**src/rtl/imem_uart_loader.sv**
```systemverilog
// UART (8N1) boot loader that streams a length-prefixed program into a 32-word IMEM.
// Ports: clk, rst_n, rx, start -> cpu_hold, imem_we/waddr/wdata, busy, done, frame_err, word_count.
module imem_uart_loader #(
  parameter int CLKS_PER_BIT = 434
) (
  input  logic        clk,
  input  logic        rst_n,
  input  logic        rx,
  input  logic        start,
  output logic        cpu_hold,
  output logic        imem_we,
  output logic [4:0]  imem_waddr,
  output logic [31:0] imem_wdata,
  output logic        busy,
  output logic        done,
  output logic        frame_err,
  output logic [5:0]  word_count
);

  localparam int CW = $clog2(CLKS_PER_BIT);
  localparam logic [CW-1:0] FULL = CW'(CLKS_PER_BIT - 1);
  localparam logic [CW-1:0] HALF = CW'(CLKS_PER_BIT / 2 - 1);

  typedef enum logic [1:0] {R_IDLE, R_START, R_DATA, R_STOP} rstate_t;
  typedef enum logic [1:0] {L_IDLE, L_LEN, L_DATA, L_DONE} lstate_t;

  logic          rx1_q, rx2_q;
  rstate_t       rs_q, rs_d;
  logic [CW-1:0] cnt_q, cnt_d;
  logic [2:0]    bit_q, bit_d;
  logic [7:0]    sh_q, sh_d;
  logic          bvld_q, bvld_d;
  logic          ferr_q, ferr_d;

  lstate_t       ls_q, ls_d;
  logic [5:0]    n_q, n_d;
  logic [5:0]    wc_q, wc_d;
  logic [4:0]    wa_q, wa_d;
  logic [31:0]   wd_q, wd_d;
  logic [1:0]    bi_q, bi_d;
  logic          we_q, we_d;
  logic          fe_q, fe_d;

  always_ff @(posedge clk or negedge rst_n) begin
    if (!rst_n) begin
      rx1_q  <= 1'b1;
      rx2_q  <= 1'b1;
      rs_q   <= R_IDLE;
      cnt_q  <= '0;
      bit_q  <= '0;
      sh_q   <= '0;
      bvld_q <= 1'b0;
      ferr_q <= 1'b0;
    end else begin
      rx1_q  <= rx;
      rx2_q  <= rx1_q;
      rs_q   <= rs_d;
      cnt_q  <= cnt_d;
      bit_q  <= bit_d;
      sh_q   <= sh_d;
      bvld_q <= bvld_d;
      ferr_q <= ferr_d;
    end
  end

  always_comb begin
    rs_d   = rs_q;
    cnt_d  = cnt_q;
    bit_d  = bit_q;
    sh_d   = sh_q;
    bvld_d = 1'b0;
    ferr_d = 1'b0;
    unique case (rs_q)
      R_IDLE: begin
        cnt_d = '0;
        if (!rx2_q) rs_d = R_START;
      end
      R_START: begin
        if (cnt_q == HALF) begin
          cnt_d = '0;
          bit_d = '0;
          // A start bit that is gone by mid-bit was a glitch.
          rs_d  = rx2_q ? R_IDLE : R_DATA;
        end else begin
          cnt_d = cnt_q + 1'b1;
        end
      end
      R_DATA: begin
        if (cnt_q == FULL) begin
          cnt_d = '0;
          sh_d  = {rx2_q, sh_q[7:1]};
          bit_d = bit_q + 1'b1;
          if (bit_q == 3'd7) rs_d = R_STOP;
        end else begin
          cnt_d = cnt_q + 1'b1;
        end
      end
      R_STOP: begin
        if (cnt_q == FULL) begin
          cnt_d  = '0;
          bvld_d = rx2_q;
          ferr_d = !rx2_q;
          rs_d   = R_IDLE;
        end else begin
          cnt_d = cnt_q + 1'b1;
        end
      end
      default: rs_d = R_IDLE;
    endcase
  end

  always_ff @(posedge clk or negedge rst_n) begin
    if (!rst_n) begin
      ls_q <= L_IDLE;
      n_q  <= '0;
      wc_q <= '0;
      wa_q <= '0;
      wd_q <= '0;
      bi_q <= '0;
      we_q <= 1'b0;
      fe_q <= 1'b0;
    end else begin
      ls_q <= ls_d;
      n_q  <= n_d;
      wc_q <= wc_d;
      wa_q <= wa_d;
      wd_q <= wd_d;
      bi_q <= bi_d;
      we_q <= we_d;
      fe_q <= fe_d;
    end
  end

  always_comb begin
    ls_d = ls_q;
    n_d  = n_q;
    wc_d = wc_q;
    wa_d = wa_q;
    wd_d = wd_q;
    bi_d = bi_q;
    we_d = 1'b0;
    fe_d = fe_q;
    unique case (ls_q)
      L_IDLE, L_DONE: begin
        if (start) begin
          ls_d = L_LEN;
          wc_d = '0;
          wa_d = '0;
          bi_d = '0;
          fe_d = 1'b0;
        end
      end
      L_LEN: begin
        if (ferr_q) begin
          fe_d = 1'b1;
          ls_d = L_IDLE;
        end else if (bvld_q) begin
          // Zero and anything above capacity both mean a full memory.
          n_d  = (sh_q == 8'd0 || sh_q > 8'd32) ? 6'd32 : sh_q[5:0];
          ls_d = L_DATA;
        end
      end
      L_DATA: begin
        if (we_q) begin
          wa_d = wa_q + 1'b1;
          wc_d = wc_q + 1'b1;
          if (wc_q + 6'd1 == n_q) ls_d = L_DONE;
        end
        if (ferr_q) begin
          fe_d = 1'b1;
          bi_d = '0;
          ls_d = L_IDLE;
        end else if (bvld_q) begin
          wd_d[{bi_q, 3'b000} +: 8] = sh_q;
          bi_d = bi_q + 1'b1;
          we_d = (bi_q == 2'd3);
        end
      end
      default: ls_d = L_IDLE;
    endcase
  end

  assign busy       = (ls_q == L_LEN) || (ls_q == L_DATA);
  assign cpu_hold   = busy;
  assign done       = (ls_q == L_DONE);
  assign frame_err  = fe_q;
  assign word_count = wc_q;
  assign imem_we    = we_q;
  assign imem_waddr = wa_q;
  assign imem_wdata = wd_q;

endmodule

```
**config.mk**
```make
export PLATFORM = sky130hd
export DESIGN_NAME = imem_uart_loader
export DESIGN_NICKNAME = d
export VERILOG_FILES = /design/src/rtl/imem_uart_loader.sv
export SDC_FILE = /design/constraint.sdc
export NUM_CORES = 1
export LEC_CHECK = 0
export CAP_MARGIN = 20
export CORE_MARGIN = 2
export CORE_UTILIZATION = 25
export DETAILED_ROUTE_END_ITERATION = 8
export GPL_ROUTABILITY_DRIVEN = 0
export GPL_TIMING_DRIVEN = 1
export PLACE_DENSITY = 0.54
export SYNTH_ARGS = -nofsm -noshare
export SYNTH_HDL_FRONTEND = slang
export SYNTH_SLANG_ARGS = --single-unit
```
**constraint.sdc**
```tcl
create_clock -name clk -period 2.2 [get_ports clk]
set_input_delay 0.44 -clock clk [delete_from_list [all_inputs] [get_ports clk]]
set_output_delay 0.44 -clock clk [all_outputs]
set_load 0.01 [all_outputs]
```
==> metrics, run 1 <==
fraction of registers with async set/reset=1.000; MaxCap Viol Count=0; row cnt=45; DRC=0; sequential fraction of the synthesis area=0.5295; FMAX=490.1 MHz; Mean Syn Cell Area=9.980 um^2; layout cells sized above 1=0.1111; sequential share of power=0.473; Mapped Cells=384; worst setup path category=reg -> out; first-pass GRT wire length=14720 um; Worst Path Arrival=1.60 ns; Ports=52; Sw Ratio=0.2072; switching power=between 0.6 and 0.7 mW; final setup fails=0; worst vdd ir=0.3642 mV; Ys Warns=0; Synth Register Bits=a little over 80; Slew Limit Headroom=0.6644; filler cell count=about 1500; all-layer global routing usage=0.1152; Initial Utilization=0.2540; DR iter-0 viols=193; endpoints failing hold=0; Sink Count=81; part of the power in combinational logic=0.013; WL final=8845 um; CTS buffer count=9; setup TNS=0 ns; Clk Latency, worst-skew pair=between 0.3 and 0.4 ns; WL met3=348 um; nature of the critical path endpoint=output port; clock transition at the registers of the reported paths=0.06 ns; full die area=between 15000 and 20000 um^2; Post-synth top flop=dfrtp_1; status=complete, no violations; Pwr Density=roughly 640 nW/um^2; worst hold path type=reg -> reg; vias in the first global route=approximately 2900; grt total ovfl=0; M1 WL=3970 um; RSZ-0062 raised after global routing=false; first-pass detailed-route iteration total=4; worst-path maximum fanout=7; Die Y=127.8 um; Worst EP required=approximately 1.8 ns; leakage=approximately 2.1 nW; WL met2=approximately 4400 um; Via density=4.582; # diodes=0; commonest non-fill, non-tap cell in the layout=nand2_1; initial antenna violation count=0; area of the core=~15000 um^2; Startpoint Class=flip-flop; internal power=2.502 mW; Tmin final=about 2.0 ns; clock skew=0.005597 ns; post-route ant nets=0; Worst Tran Pin Value=around 0.50 ns; clock root buffer=clkbuf_16; CTS Buffer Depth=2; via count=2923; most frequent cells in the layout=nand2_1 (86), dfrtp_1 (79), clkdlybuf4s50_1 (48), o21ai_0 (38), nor2_1 (20); Final Cycle Share=0.9275; WL/cell=13.86 um; largest net degree at the start of global routing=67; buffer count from post-CTS setup fixing=0; Clock Power Share=0.514; mapped cell area=3832 um^2; DP HPWL=6278 um; Max Used Layer=met4; final max-slew violation count=0; syn nets=404; Synth cell types=49; CTS tree=built; CTS H-tree depth=3; die width=127.8 um; Area Overhead vs Synth=29.15%; Total Power=3.156 mW; Post-synth EDFFs=0; Layout Nets=~470; IO buf count=51
## cell type report
| class | count | area, um^2 | area share |
|---|---|---|---|
| clock inverters | 6 | 91.34 | 0.01845 |
| multi-input cells | 278 | 1702 | 0.3438 |
| inverters | 10 | 37.54 | 0.007583 |
| repair buffers | 65 | 625.6 | 0.1264 |
| well taps | 188 | 235.2 | 0.04752 |
| clock buffers | 10 | 229.0 | 0.04626 |
| flip-flops and latches | 81 | 2029 | 0.4100 |
## logic make-up after synthesis
kind of cell,count (synthesis),share of synthesized area
xor+xnor,19,0.04342
compound gates,73,0.1152
fa+ha+maj,16,0.05224
flops,81,0.5295
mux,14,0.04048
simple gates,156,0.1920
buf+inv,25,0.02710
## routing by layer
layer,global-route usage,up-vias
li1,-,1442
met1,0.1420,1427
met2,0.1928,43
met3,0.03715,11
met4,0.03491,0
met5,0,-
## synthesized netlist by cell type, types with 2 or more instances
master    count  area share
xnor2_1       7       0.016
dfstp_2       2       0.014
dfrtp_1      79        0.52
clkbuf_1     10      0.0098
mux2i_1       2      0.0052
nand2_1      86       0.084
nor3_1        3      0.0039
o211ai_1      2      0.0039
o21ai_0      38       0.050
ha_1         16       0.052
nand2b_1      7       0.011
a22o_1        7       0.016
xor2_1       12       0.027
and3_1        3      0.0049
nor4_2        3      0.0098
nor2_1       20       0.020
nand3_1      11       0.014
a32o_1        2      0.0052
nand4_1       4      0.0065
o21ai_1       7      0.0091
inv_1         9      0.0088
nor2b_1       3      0.0049
nand4b_1      2      0.0046
mux2_2       11       0.032
o31ai_1       2      0.0039
a21oi_1       6      0.0078
buf_2         2      0.0026
nor3b_1       5      0.0098
nor4_1        2      0.0033
buf_4         2      0.0039
## sequential cells by signal (all words and copies together) (netlist names), named ones only
name / count
imem_wdata: 32
cnt_q: 9
sh_q: 8
n_q: 6
word_count: 6
imem_waddr: 5
bit_q: 3
bi_q: 2
ls_q: 2
bvld_q: 1
ferr_q: 1
frame_err: 1
imem_we: 1
rs_q: 1
rx1_q: 1
rx2_q: 1
## critical path, cell delays in order, from the launching register on
cell and delay (ns):
dfrtp_1 0.41, inv_1 0.06, ha_2 0.40, inv_1 0.10
dlygate4sd2_1 0.29
## power by group through the flow
stage	Clock [mW]	Combinational, mW	Sequential, mW
floorplan	0	0.000597	1.52
global placement	0	0.0408	1.52
detailed placement	0	0.0416	1.52
finish	1.62	0.0400	1.49
global route	1.74	0.0478	1.49
CTS	1.66	0.0431	1.49
## per-stage QoR
stage / hold WS (ns) / util / setup slack [ns] / instance area, um^2 / cells
after global routing: 0.3645 / 0.3280 / 0.07881 / 4950 / 638
final: 0.3559 / 0.3280 / 0.1594 / 4950 / 638
after CTS: 0.3577 / 0.3280 / 0.1617 / 4950 / 638
after global placement: 0.3154 / 0.3061 / 0.2383 / 4619 / 621
after detailed placement: 0.3166 / 0.3061 / 0.1581 / 4619 / 621
after floorplan: 0.1444 / - / 0.2627 / 3832 / 384
## repair_timing
| item | 4_1_cts | 5_1_grt |
|---|---|---|
| gates resized for setup | 3 | 0 |
| endpoints found under the hold margin | 15 | 0 |
| hold buffers | 1 | 0 |
| setup endpoints to repair | 2 | 0 |
## final timing paths
check	start	cells past startpoint	end	slack (ns)
worst max-delay path	ls_q[0]$_DFFE_PN0P_	4	cpu_hold	0.16
worst min-delay path	rx1_q$_DFF_PN1_	0	rx2_q$_DFF_PN1_	0.36
worst max register to register	ls_q[0]$_DFFE_PN0P_	7	ls_q[1]$_DFFE_PN0P_	0.19
worst min register to register	rx1_q$_DFF_PN1_	0	rx2_q$_DFF_PN1_	0.36
max in group asynchronous	rst_n	3	rx2_q$_DFF_PN1_	1.06
min in group asynchronous	rst_n	2	word_count[5]$_DFFE_PN0P_	0.50
Power figures use the tool's default switching activity.
==> run 2: changes to the inputs <==
MAX_ROUTING_LAYER = met4   (was default)
==> metrics, run 2 (synthesis results as in run 1) <==
Total Power=3.154 mW; final max-slew violation count=0; Place WS=between 0.15 and 0.2 ns; Worst Hold End=rx2_q$_DFF_PN1_; DP HPWL=6278 um; FF-to-FF Start=ls_q[0]$_DFFE_PN0P_; final setup fails=0; full die area=16340 um^2; post-route ant nets=0; commonest non-fill, non-tap cell in the layout=nand2_1; Worst EP required=roughly 1.8 ns; Worst Tran Pin Value=~0.50 ns; clock skew=roughly 0.0056 ns; Clk Latency, worst-skew pair=0.34 ns; Layout Nets=465; Setup WS post-layout=0.1500 ns; CTS buffer count=9; Hold Startpoint=rx1_q$_DFF_PN1_; die width=between 100 and 150 um; WL/cell=13.80 um; CTS Buffer Depth=2; flop2flop setup slack=0.18 ns; Area Overhead vs Synth=29.15%; worst setup path category=reg -> out; row cnt=45; buffer count from post-CTS setup fixing=0; Worst Path Arrival=around 1.6 ns; Final Cycle Share=0.9318; Via density=about 4.6; worst vdd ir=approximately 0.36 mV; clock transition at the registers of the reported paths=0.06 ns; # diodes=0; clock root buffer=clkbuf_16; number of flip-flops in the largest register=32; cells on worst reg2reg path=7; setup TNS=0 ns; worst-path maximum fanout=7; leakage=2.104 nW; initial antenna violation count=0; first-pass GRT wire length=14700 um; grt total ovfl=0; worst hold path type=reg -> reg; status=complete, no violations; first-pass detailed-route iteration total=4; Die Y=127.8 um; via count=2931; Sink Count=81; Slew Limit Headroom=0.6638; Ports=52; FMAX=487.8 MHz; DRC=0; Initial Utilization=0.2540; vias in the first global route=roughly 2900; endpoints failing hold=0; all-layer global routing usage=0.1186; CTS tree=built; RSZ-0062 raised after global routing=false; IO buf count=51; nature of the critical path endpoint=output port; CTS H-tree depth=3; Tmin final=2.050 ns; Startpoint Class=flip-flop; largest net degree at the start of global routing=67; layout cells sized above 1=0.1111; most frequent cells in the layout=nand2_1 (86), dfrtp_1 (79), clkdlybuf4s50_1 (48), o21ai_0 (38), nor2_1 (20); Reg-to-Reg End=ls_q[1]$_DFFE_PN0P_; area of the core=~15000 um^2; Pwr Density=637.2 nW/um^2; DR iter-0 viols=185; WL final=8806 um; Hold Path Depth=0; filler cell count=1540; MaxCap Viol Count=0
run 2: what timing repair did:
item / 4_1_cts / 5_1_grt
setup endpoints to repair: 2 / 0
hold endpoints to repair: 15 / 0
gates resized for setup: 3 / 0
hold buffers: 1 / 0
run 2: worst max-delay path by stage:
stage | from | endpoint | cells past startpoint
4_1_cts | ls_q[0]$_DFFE_PN0P_ | cpu_hold | 4
2_1_floorplan | ls_q[0]$_DFFE_PN0P_ | ls_q[1]$_DFFE_PN0P_ | 8
5_1_grt | ls_q[0]$_DFFE_PN0P_ | ls_q[1]$_DFFE_PN0P_ | 7
3_3_place_gp | start | ls_q[1]$_DFFE_PN0P_ | 5
3_5_place_dp | ls_q[0]$_DFFE_PN0P_ | ls_q[1]$_DFFE_PN0P_ | 7
6_report | ls_q[0]$_DFFE_PN0P_ | cpu_hold | 4
run 2: layout make-up:
class                      instances  area (um^2)  share of cell area
clock buffer                      10        229.0             0.04626
clock inverter                     6        91.34             0.01845
inverter                          10        37.54            0.007583
multi-input combinational        278         1702              0.3438
sequential                        81         2029              0.4100
tap                              188        235.2             0.04752
timing repair buffer              65        625.6              0.1264
run 2: layer usage:
metal / global-route usage / vias to the layer above / part of all wire
met1: 0.1420 / 1430 / 0.45
met3: 0.03715 / 11 / 0.036
met2: 0.1928 / 45 / 0.50
met4: 0.03491 / 0 / 0.011
met5: - / - / 0
li1: - / 1445 / -
run 2: critical path: stages, from the launching register on:
cell and delay [ns]:
dfrtp_1 0.40, inv_1 0.06, ha_2 0.41, inv_1 0.10, dlygate4sd2_1 0.29
run 2: per-stage QoR:
step	util	cells	area, um^2	hold slack, ns
6_report	0.3280	638	4950	0.3559
5_1_grt	0.3280	638	4950	0.3645
4_1_cts	0.3280	638	4950	0.3577
3_5_place_dp	0.3061	621	4619	0.3166
3_3_place_gp	0.3061	621	4619	0.3154
2_1_floorplan	-	384	3832	0.1444
run 2: power by group:
group	internal [mW]	switching, mW	leakage, nW
Combinational	0.00934	0.0305	0.852
Sequential	1.49	0.00137	1.09
Clock	1.00	0.620	0.157
